**src/rtl/aux_bus_arbiter.sv**
```systemverilog
// Two-port round-robin arbiter that serialises CPU and host/UART-bridge accesses onto a
// single aux bus. Every access runs IDLE -> ACCESS -> COMPLETE, with all outputs registered.
module aux_bus_arbiter #(
    parameter int unsigned ADDR_WIDTH = 16,
    parameter int unsigned DATA_WIDTH = 8
) (
    input  logic                  clk_i,
    input  logic                  reset_i,

    input  logic                  req0_i,
    input  logic                  we0_i,
    input  logic [ADDR_WIDTH-1:0] adr0_i,
    input  logic [DATA_WIDTH-1:0] dat0_i,
    output logic                  ack0_o,
    output logic [DATA_WIDTH-1:0] rdat0_o,

    input  logic                  req1_i,
    input  logic                  we1_i,
    input  logic [ADDR_WIDTH-1:0] adr1_i,
    input  logic [DATA_WIDTH-1:0] dat1_i,
    output logic                  ack1_o,
    output logic [DATA_WIDTH-1:0] rdat1_o,

    output logic [ADDR_WIDTH-1:0] mem_adr_o,
    output logic [DATA_WIDTH-1:0] mem_dat_o,
    output logic                  mem_we_o,
    output logic                  mem_re_o,
    input  logic [DATA_WIDTH-1:0] mem_dat_i,

    output logic                  busy_o,
    output logic                  gnt_o
);

    typedef enum logic [1:0] {StIdle, StAccess, StComplete} state_e;

    state_e state_q;
    logic   last_gnt_q;
    logic   we_q;
    logic   winner;

    // A lone requester always wins; on a tie the port not served last time goes next.
    always_comb begin
        winner = req1_i;
        if (req0_i && req1_i) begin
            winner = ~last_gnt_q;
        end
    end

    always_ff @(posedge clk_i or posedge reset_i) begin
        if (reset_i) begin
            state_q    <= StIdle;
            last_gnt_q <= 1'b1;
            we_q       <= 1'b0;
            gnt_o      <= 1'b0;
            busy_o     <= 1'b0;
            ack0_o     <= 1'b0;
            ack1_o     <= 1'b0;
            mem_we_o   <= 1'b0;
            mem_re_o   <= 1'b0;
            mem_adr_o  <= '0;
            mem_dat_o  <= '0;
            rdat0_o    <= '0;
            rdat1_o    <= '0;
        end else begin
            case (state_q)
                StIdle: begin
                    if (req0_i || req1_i) begin
                        gnt_o      <= winner;
                        last_gnt_q <= winner;
                        busy_o     <= 1'b1;
                        state_q    <= StAccess;
                        // mem_adr_o/mem_dat_o double as the latched request for the access.
                        if (winner) begin
                            we_q      <= we1_i;
                            mem_adr_o <= adr1_i;
                            mem_dat_o <= dat1_i;
                            mem_we_o  <= we1_i;
                            mem_re_o  <= ~we1_i;
                        end else begin
                            we_q      <= we0_i;
                            mem_adr_o <= adr0_i;
                            mem_dat_o <= dat0_i;
                            mem_we_o  <= we0_i;
                            mem_re_o  <= ~we0_i;
                        end
                    end
                end
                StAccess: begin
                    mem_we_o <= 1'b0;
                    mem_re_o <= 1'b0;
                    if (!we_q) begin
                        if (gnt_o) begin
                            rdat1_o <= mem_dat_i;
                        end else begin
                            rdat0_o <= mem_dat_i;
                        end
                    end
                    ack0_o  <= ~gnt_o;
                    ack1_o  <= gnt_o;
                    state_q <= StComplete;
                end
                StComplete: begin
                    ack0_o  <= 1'b0;
                    ack1_o  <= 1'b0;
                    busy_o  <= 1'b0;
                    state_q <= StIdle;
                end
                default: begin
                    state_q <= StIdle;
                end
            endcase
        end
    end

endmodule

```
**config.mk**
```make
export PLATFORM = sky130hd
export DESIGN_NAME = aux_bus_arbiter
export DESIGN_NICKNAME = d
export VERILOG_FILES = /design/src/rtl/aux_bus_arbiter.sv
export SDC_FILE = /design/constraint.sdc
export NUM_CORES = 1
export LEC_CHECK = 0
export ABC_CLOCK_PERIOD_IN_PS = 4600
export BUFFER_PORTS_ARGS = -buffer_cell sky130_fd_sc_hd__buf_2
export CELL_PAD_IN_SITES_DETAIL_PLACEMENT = 1
export CELL_PAD_IN_SITES_GLOBAL_PLACEMENT = 1
export CORE_MARGIN = 10
export CORE_UTILIZATION = 37
export CTS_BUF_LIST = sky130_fd_sc_hd__clkbuf_16
export DETAILED_ROUTE_END_ITERATION = 10
export GPL_ROUTABILITY_DRIVEN = 1
export PLACE_DENSITY = 0.91
export SLEW_MARGIN = 20
export SYNTH_ARGS = -nofsm -noshare
export SYNTH_HDL_FRONTEND = slang
export SYNTH_SLANG_ARGS = --single-unit
export TNS_END_PERCENT = 100
```
**constraint.sdc**
```tcl
create_clock -name clk_i -period 4.6 [get_ports clk_i]
set_input_delay 0.46 -clock clk_i [delete_from_list [all_inputs] [get_ports clk_i]]
set_output_delay 0.46 -clock clk_i [all_outputs]
set_load 0.02 [all_outputs]
```
==> flow_metrics.py <==
metrics = {
    "sta": {
        "max-slew-margin-rel_pct": 42.7,
        "skew_ns": 0.0102,
        "setup_viol": 0,
        "min_period_over_period_pct": 39.3,
        "final_max_slew_viol_count": 0,
        "fin_setup_tns_ns": 0,
        "rsz0062_at_grt": "false",
        "finalWorstSetupSlack_ns": 2.79,
        "fmax_mhz": 553,
        "hold_viol": 0,
        "tightestPinTransition_ns": 0.860,
        "fin_crit_ns": 1.81,
    },
    "synth": {
        "synth_compound_area_share_pct": 9.66,
        "ys_types": 26,
        "synth_top_family_by_area": "multiplexers",
        "synth_commonest_cells": "dfrtp_1, nand2_1, mux2i_1, mux2_2, o21ai_1",
        "syn_area_sq_um": 2220,
        "yosys.area.top_type_share_pct": 55.3,
        "avgSynthCellArea_sq_um": 12.2,
        "yosys.area_share.simple_pct": 7.00,
        "synth-seq-cells": 50,
        "ys.flop_type": "dfrtp_1",
        "yosysWarnings": 0,
        "yosys.area.top_type": "dfrtp_1",
        "syn-num-nets": 248,
        "synth.most_common_cell": "dfrtp_1",
        "synthXorXnorAreaFrac_pct": 0,
        "synth_mux_area_share_pct": 20.9,
        "synthCells": 182,
        "yosysSeqAreaShare_pct": 56.5,
        "yosys-top-cells-area": "dfrtp_1, mux2i_1, mux2_2",
        "async_reset_ff_share_pct": 100,
        "synth_fa_ha_area_share_pct": 2.26,
        "synth_edf_count": 0,
    },
    "clock_network": {
        "clk_latency_ns": 0.28,
        "cts_num_sinks": 50,
        "cts_tree": "yes",
        "h-tree-depth": 2,
        "cts_hold_buf": 0,
        "clk_pin_slew_worst_paths_ns": 0.07,
        "cts_buffers": 5,
        "cts.repair.resized": 0,
        "clockRootBuffer": "clkbuf_16",
        "postCtsSetupBuffers": 0,
        "cts_buffer_depth": 2,
    },
    "pwr": {
        "peakVddDrop_mv": 0.287,
        "power_uw": 2250,
        "leakage_uw": 0.00153,
        "power.density_nw_per_um2": 744,
    },
    "global_route": {
        "grt_max_degree": 51,
        "grt_pass1_vias": 2009,
        "grt_usage_pct": 13.2,
        "grt_overflow": 0,
        "grt_antenna_before_repair": 0,
        "grt_pass1_wl_microns": 10400,
    },
    "worst_setup_path": {
        "end_kind": "register",
        "cp_slowest_cell": "nor3b_4",
        "worstSetupPathType": "register to register",
        "arrival_ns": 1.97,
        "cp-startpoint": "state_q[1]",
        "cp-start-kind": "register",
        "rr_startpoint": "state_q[1]",
        "path_max_fanout": 8,
        "crit_path_max_incr_delay_ns": 0.46,
        "cp.required_ns": 4.77,
        "crit_chain": "inv_1 > ha_1 > nor3b_4 > mux2_2",
    },
    "floorplan": {
        "ios": 108,
        "rows": 28,
        "start_util_pct": 37.9,
        "coreArea_sq_um": 5850,
        "dieArea_sq_um": 9480,
        "die_x_microns": 97.4,
        "die_y_microns": 97.4,
    },
    "worst_hold_path": {
        "hold_class": "input port to asynchronous set/reset pin",
    },
    "routing": {
        "wl_met2_microns": 3320,
        "dr.max_layer_used": "met4",
        "drc": 0,
        "vias": 1771,
        "wl_per_cell_microns": 17.3,
        "drtAntennaViolNets": 0,
        "viasPerCell": 4.85,
        "wl_met3_microns": 441,
        "wirelength_met1_microns": 2520,
        "drtPass1Iterations": 4,
        "routed_wl_microns": 6310,
        "first_iter_violations": 17,
    },
    "placement": {
        "gp_congestion": 0.750,
        "pre_cts_ws_ns": 2.30,
        "placed_cell_area_sq_um": 2830,
        "place_hpwl_microns": 5060,
        "port_buffers": 107,
    },
    "layout": {
        "fin_util_pct": 51.6,
        "diodes": 0,
        "finalNetCount": 355,
        "syn_to_final_growth_pct": 36.4,
        "fill_cells": 671,
        "drive_above_1_share_pct": 49.3,
        "design_area_sq_um": 3020,
    },
    "outcome": {
        "outcome": "finished clean",
    },
    "run": {
        "cap_violations": 0,
    },
}
cells by family (layout without fill, tap and decap cells):
family,count (synthesis),in the layout
and+or+nand+nor,33,33
AOI/OAI and AO/OA,37,37
adders and majority gates,4,4
muxes,44,44
buffers and inverters,14,122
DFF,50,50
cells in the final DEF, fill, tap and decap left out:
| cell type | instances |
|---|---|
| o21ai_0 | 9 |
| nand3b_1 | 1 |
| a21oi_1 | 2 |
| mux2i_1 | 25 |
| a31oi_1 | 1 |
| buf_16 | 2 |
| clkbuf_16 | 5 |
| bufinv_16 | 1 |
| a22o_1 | 1 |
| clkinvlp_4 | 1 |
| clkinv_2 | 1 |
| nor3b_4 | 1 |
| a21boi_4 | 1 |
| nor2_1 | 3 |
| ha_1 | 4 |
| o21ai_4 | 1 |
| nand2_1 | 26 |
| o22ai_1 | 1 |
| buf_2 | 107 |
| mux2_2 | 19 |
| dfstp_2 | 1 |
| nor3b_1 | 1 |
| nor3b_2 | 1 |
| o31ai_2 | 1 |
| o21ai_1 | 19 |
| dfrtp_1 | 49 |
| inv_1 | 5 |
| a21bo_2 | 1 |
final cells by class:
type	count	area (sq um)	area share [%]
well taps	75	93.8	3.11
inverters	5	20.0	0.663
repair buffers	109	591	19.5
multi-input cells	118	898	29.7
flip-flops and latches	50	1250	41.4
clock inverters	3	41.3	1.37
clock buffers	5	125	4.14
routing by layer:
metal	track usage [%]	vias to the layer above
met5	0	-
li1	-	843
met4	3.47	0
met1	14.3	863
met2	23.6	63
met3	4.62	2
path summary, 6_finish.rpt:
check / slack [ns] / cells past startpoint / end
worst max-delay path: 2.79 / 4 / rdat0_o[7]
worst min-delay path: 0.32 / 2 / mem_dat_o[6]
worst max register to register: 2.79 / 4 / rdat0_o[7]
worst min register to register: 0.48 / 2 / mem_adr_o[10]
max in group asynchronous: 3.75 / 2 / mem_adr_o[6]
min in group clk_i: 0.42 / 2 / rdat1_o[2]
where the power goes:
part           leakage (uW)  switching [uW]  internal (uW)  total (uW)
Sequential         0.000604             125            663         787
Combinational      0.000842             628            418        1050
Clock             0.0000812             160            255         414
stage by stage:
| stage | hold slack, ns | instances |
|---|---|---|
| floorplan | 0.506 | 182 |
| global placement | 0.460 | 355 |
| detailed placement | 0.470 | 356 |
| CTS | 0.419 | 364 |
| global route | 0.399 | 365 |
| finish | 0.319 | 365 |
state kept, by name, indices dropped and copies added, names as in the netlist:
signal / flops
mem_we_o: 1
we_q: 1
rdat1_o: 8
ack0_o: 1
busy_o: 1
last_gnt_q: 1
mem_re_o: 1
rdat0_o: 8
ack1_o: 1
mem_dat_o: 8
gnt_o: 1
mem_adr_o: 16
state_q: 2
critical path: cells and delay by family, from the launching register on:
kind	cells	cell delay [ns]
simple gates	1	0.46
flops	1	0.40
mux	1	0.39
fa+ha+maj	1	0.32
buf+inv	1	0.12
Power figures use the tool's default switching activity.
